--- src/rtl/universal_shift_register_pkg.sv ---
// Shared types and constants for the universal shift register.
//   shift_mode_t  : encoding of the 2-bit mode input
//   DEFAULT_WIDTH : default register width
package universal_shift_register_pkg;

  localparam int unsigned DEFAULT_WIDTH = 8;

  typedef enum logic [1:0] {
    SHIFT_LEFT  = 2'b00,
    SHIFT_RIGHT = 2'b01,
    ROTATE_LEFT = 2'b10,
    HOLD        = 2'b11
  } shift_mode_t;

endpackage : universal_shift_register_pkg

--- src/rtl/usr_frame_counter.sv ---
// Modulo-WIDTH shift counter with a registered one-cycle wrap pulse.
// Ports:
//   clk, reset : clock and synchronous active-high reset
//   clear      : return count to 0 and suppress wrap (dominates inc)
//   inc        : one shift performed this cycle
//   count      : shifts completed in the current frame, 0..WIDTH-1
//   wrap       : high for one cycle after the WIDTH-th increment
module usr_frame_counter #(
  parameter int unsigned WIDTH = 8,
  parameter int unsigned CW    = $clog2(WIDTH)
) (
  input  logic          clk,
  input  logic          reset,
  input  logic          clear,
  input  logic          inc,
  output logic [CW-1:0] count,
  output logic          wrap
);

  localparam logic [CW-1:0] LAST = CW'(WIDTH - 1);

  logic [CW-1:0] count_q, count_d;
  logic          wrap_q, wrap_d;

  // Next count and wrap pulse.
  always_comb begin
    count_d = count_q;
    wrap_d  = 1'b0;
    if (clear) begin
      count_d = '0;
    end else if (inc) begin
      if (count_q == LAST) begin
        count_d = '0;
        wrap_d  = 1'b1;
      end else begin
        count_d = count_q + CW'(1);
      end
    end
  end

  always_ff @(posedge clk) begin
    if (reset) begin
      count_q <= '0;
      wrap_q  <= 1'b0;
    end else begin
      count_q <= count_d;
      wrap_q  <= wrap_d;
    end
  end

  assign count = count_q;
  assign wrap  = wrap_q;

endmodule : usr_frame_counter

--- src/rtl/universal_shift_register.sv ---
// Parametrised shift register: left/right shift, optional rotate-left,
// parallel load, serial output and per-frame shift counter.
// Configuration macro: USR_ROTATE_EN -- when defined, mode 10 rotates left;
// otherwise mode 10 is treated as hold.
// Ports:
//   clk, reset   : clock and synchronous active-high reset (highest priority)
//   shift_enable : qualifies a shift this cycle
//   mode         : 00 left, 01 right, 10 rotate left, 11 hold
//   data_in      : serial input bit
//   load         : parallel load strobe (beats shift)
//   load_data    : parallel load value
//   data_out     : register contents
//   serial_out   : bit that leaves on the next shift (mux of registered state)
//   shift_count  : shifts completed in the current frame
//   frame_done   : one-cycle pulse after each WIDTH-th shift
module universal_shift_register
  import universal_shift_register_pkg::*;
#(
  parameter int unsigned          WIDTH       = DEFAULT_WIDTH,
  parameter logic [WIDTH-1:0]     RESET_VALUE = '0,
  localparam int unsigned         CW          = $clog2(WIDTH)
) (
  input  logic             clk,
  input  logic             reset,
  input  logic             shift_enable,
  input  logic [1:0]       mode,
  input  logic             data_in,
  input  logic             load,
  input  logic [WIDTH-1:0] load_data,
  output logic [WIDTH-1:0] data_out,
  output logic             serial_out,
  output logic [CW-1:0]    shift_count,
  output logic             frame_done
);

  logic [WIDTH-1:0] data_q, data_d;
  logic             shift_c;

  // Shift datapath; shift_c marks cycles that count toward a frame.
  always_comb begin
    data_d  = data_q;
    shift_c = 1'b0;
    if (load) begin
      data_d = load_data;
    end else if (shift_enable) begin
      case (shift_mode_t'(mode))
        SHIFT_LEFT: begin
          data_d  = {data_q[WIDTH-2:0], data_in};
          shift_c = 1'b1;
        end
        SHIFT_RIGHT: begin
          data_d  = {data_in, data_q[WIDTH-1:1]};
          shift_c = 1'b1;
        end
`ifdef USR_ROTATE_EN
        ROTATE_LEFT: begin
          data_d  = {data_q[WIDTH-2:0], data_q[WIDTH-1]};
          shift_c = 1'b1;
        end
`endif
        default: begin
          data_d  = data_q;
          shift_c = 1'b0;
        end
      endcase
    end
  end

  always_ff @(posedge clk) begin
    if (reset) begin
      data_q <= RESET_VALUE;
    end else begin
      data_q <= data_d;
    end
  end

  usr_frame_counter #(
    .WIDTH (WIDTH),
    .CW    (CW)
  ) u_frame_counter (
    .clk   (clk),
    .reset (reset),
    .clear (load),
    .inc   (shift_c),
    .count (shift_count),
    .wrap  (frame_done)
  );

  assign data_out = data_q;

  // Odd modes (right, hold) expose the LSB; even modes (left, rotate) the MSB.
  assign serial_out = mode[0] ? data_q[0] : data_q[WIDTH-1];

endmodule : universal_shift_register
--- config.mk ---
export PLATFORM = sky130hd
export DESIGN_NAME = universal_shift_register
export DESIGN_NICKNAME = d
export VERILOG_FILES = /design/src/rtl/universal_shift_register_pkg.sv /design/src/rtl/usr_frame_counter.sv /design/src/rtl/universal_shift_register.sv
export SDC_FILE = /design/constraint.sdc
export NUM_CORES = 1
export LEC_CHECK = 0
export ABC_AREA = 1
export ABC_CLOCK_PERIOD_IN_PS = 1300
export CORE_MARGIN = 2
export CORE_UTILIZATION = 30
export DETAILED_ROUTE_END_ITERATION = 8
export PLACE_DENSITY = 0.55
export SLEW_MARGIN = 25
export SYNTH_ARGS = -nofsm -noshare
export SYNTH_HDL_FRONTEND = slang
export SYNTH_HIERARCHICAL = 1
export SYNTH_SLANG_ARGS = --single-unit
--- constraint.sdc ---
create_clock -name clk -period 1.3 [get_ports clk]
set_input_delay 0.26 -clock clk [delete_from_list [all_inputs] [get_ports clk]]
set_output_delay 0.26 -clock clk [all_outputs]
set_load 0.005 [all_outputs]
==> flow_metrics.env <==
export IMPL_outcome="complete, no violations"
export IMPL_synth_top_flop_cell="dfxtp_1"
export IMPL_clock_path_buffers=2
export IMPL_critPathKind="reg -> out"
export IMPL_crit_path_end_kind="output port"
export IMPL_grtUsageTotal=0.1575
export IMPL_synth_largest_area_cell="dfxtp_1"
export IMPL_cp_cell_sequence="buf_4 -> dlygate4sd2_1"
export IMPL_synth_area_top_cells="dfxtp_1 (32%), nand2_1 (16%), nand3_1 (14%)"
export IMPL_max_slew_margin=0.8704
export IMPL_finalSetupViolations=0
export IMPL_start_util=0.3089
export IMPL_cts_sinks=12
export IMPL_yosys_top_cells_count="nand2_1 (31), inv_1 (22), nand3_1 (21)"
export IMPL_hold_violations=0
export IMPL_placed_area_um2=1106
export IMPL_fin_crit_ns=1.220
export IMPL_cp_arrival_ns=0.96
export IMPL_vdd_ir_drop_worst_mv=0.4729
export IMPL_critical_path_max_stage_delay_ns=0.32
export IMPL_fmax_mhz=820.0
export IMPL_vias=843
export IMPL_cts_tree="done"
export IMPL_drc_errors=0
export IMPL_fp_dieH_um=53.82
export IMPL_drive_above_1_share=0.2129
export IMPL_finalCritPeriodShare=0.9381
export IMPL_grt_pass1_wl_um=3256
export IMPL_syn_inst=117
export IMPL_final_area_um2=1135
export IMPL_ant_nets=0
export IMPL_seqPwrFrac=0.471
export IMPL_synth_area_um2=744.5
export IMPL_grt_pass1_vias=797
export IMPL_path_clk_slew_ns=0.07
export IMPL_ys_seq_elements=12
export IMPL_synth_edf_count=0
export IMPL_pwr_share_comb=0.264
export IMPL_ys_types=16
export IMPL_p_leak_nw=0.6085
export IMPL_p_sw_w=0.0002367
export IMPL_drt_iter0_markers=18
export IMPL_hpwl_um=1568
export IMPL_num_io_pins=28
export IMPL_crit_required_ns=1.04
export IMPL_hold_path_class="reg -> reg"
export IMPL_syn_nets=134
export IMPL_antenna_found_initial=0
export IMPL_seq_area_um2=252.7
export IMPL_cell_internal_pwr_w=0.0006102
export IMPL_gp_congestion=0.8704
export IMPL_core_um2=2410
export IMPL_die_w_um=53.82
export IMPL_yosysWarnings=6
export IMPL_die_area_um2=2896
export IMPL_worstSetupStartpointType="register"
export IMPL_fin_util=0.4709
export IMPL_max_slew_worst_pin_slew_ns=0.1937
export IMPL_cap_violations=0
export IMPL_area_growth_pct=52.44
export IMPL_rows=18
export IMPL_viasPerCell=4.557
export IMPL_fill_cells=264
export IMPL_ys_seq_area_frac=0.3227
export IMPL_finClkSkew_ns=0.003800
export IMPL_cts_root_buf="clkbuf_4"
export IMPL_synthArstFlopShare=0
export IMPL_n_antenna_cell=0
export IMPL_worst_skew_pair_late_latency_ns=0.27
export IMPL_syn_avg_cell_area_um2=6.363
export IMPL_wire_per_inst_um=10.35
export IMPL_p_sw_frac=0.2795
export IMPL_synthMostInstantiatedCell="nand2_1"
export IMPL_slowest_stage="dfxtp_2"
export IMPL_hold_ws_ns=0.4752
export IMPL_io_buffers=27
export IMPL_drt_total_wl_um=1914
export IMPL_htree_num_levels=1
export IMPL_rsz0062_at_grt="false"
export IMPL_fin_nets=174
export IMPL_cp_max_fo=2
export IMPL_powerDensity_nw_per_um2=746.3
export IMPL_clockPowerShare=0.264
export IMPL_synth_top_cell_area_share=0.3227
export IMPL_multi_input_area_um2=385.4
export IMPL_grt_max_degree=12
export IMPL_slew_violations=0
export IMPL_cts_buffers=3
export IMPL_dr_pass1_iters=4
export IMPL_grt_overflow_total=0
repair_timing:
| item | in CTS | in global routing |
|---|---|---|
| endpoints found under the setup margin | 13 | 1 |
| setup buffers | 2 | 0 |
| hold buffers | 0 | 0 |
| gates resized for setup | 24 | 2 |
per-stage QoR:
| stage | TNS (ns) | power, W | worst slack [ns] | instances |
|---|---|---|---|---|
| after global placement | -1.773 | 0.0006389 | -0.3754 | 180 |
| after CTS | 0 | 0.0008625 | 0.01838 | 185 |
| after detailed placement | -2.020 | 0.0006421 | -0.3814 | 180 |
| after floorplan | 0 | 0.0005137 | 0.2959 | 117 |
| after global routing | 0 | 0.0009139 | 0.02268 | 185 |
| final | 0 | 0.0008469 | 0.08047 | 185 |
state kept, by name, summed over array words and instances, names as in the netlist:
name,cells
data_out,8
u_frame_counter/count,3
u_frame_counter/wrap,1
layer usage:
metal  track usage  part of all wire  vias up  wire length [µm]
li1              -                 -      439                 -
met1        0.1872              0.41      372               777
met2        0.2561              0.51       28               971
met3       0.04167             0.071        4               136
met4       0.08547             0.015        0                28
met5             0                 0        -                 0
critical path, delay by kind of cell, from the launching register on:
family / cells / cell delay (ns)
buffers and inverters: 2 / 0.37
flip-flops: 1 / 0.32
placed cells by master (no fill, tap or decap), drive strengths merged:
cell / instances
nand2: 34
inv: 26
nand3: 21
clkdlybuf4s50: 13
dlygate4sd2: 13
dfxtp: 12
a21oi: 11
buf: 10
nor2: 5
clkbuf: 4
o21ai: 3
ha: 2
nor3: 1
power groups by stage:
stage	registers (W)	clock network, W	logic [W]
after floorplan	0.000407	0	0.000106
after global placement	0.000407	0	0.000232
after detailed placement	0.000407	0	0.000235
after CTS	0.000399	0.000236	0.000227
after global routing	0.000402	0.000259	0.000253
final	0.000399	0.000224	0.000224
cell type report:
| cell class | count | area share |
|---|---|---|
| tap | 30 | 0.03308 |
| sequential | 12 | 0.2227 |
| timing repair buffer | 37 | 0.2966 |
| clock buffer | 3 | 0.01985 |
| multi-input combinational | 77 | 0.3396 |
| inverter | 26 | 0.08820 |
cells by family after synthesis:
kind of cell | share of synthesized area
AND/OR/NAND/NOR | 0.3899
buffers and inverters | 0.1597
AO/OA/AOI/OAI | 0.09411
flip-flops | 0.3227
adder cells (fa/ha/maj) | 0.03361
worst paths after layout:
kind                            startpoint                       end  slack, ns  depth (start not counted)
hold reg to reg   u_frame_counter/count[2]  u_frame_counter/count[2]       0.48                          2
setup / recovery               data_out[7]               data_out[7]       0.08                          2
setup reg to reg  u_frame_counter/count[0]  u_frame_counter/count[2]       0.14                          5
hold / removal    u_frame_counter/count[2]  u_frame_counter/count[2]       0.48                          2
Note: power is estimated with default switching activity, not from simulation.
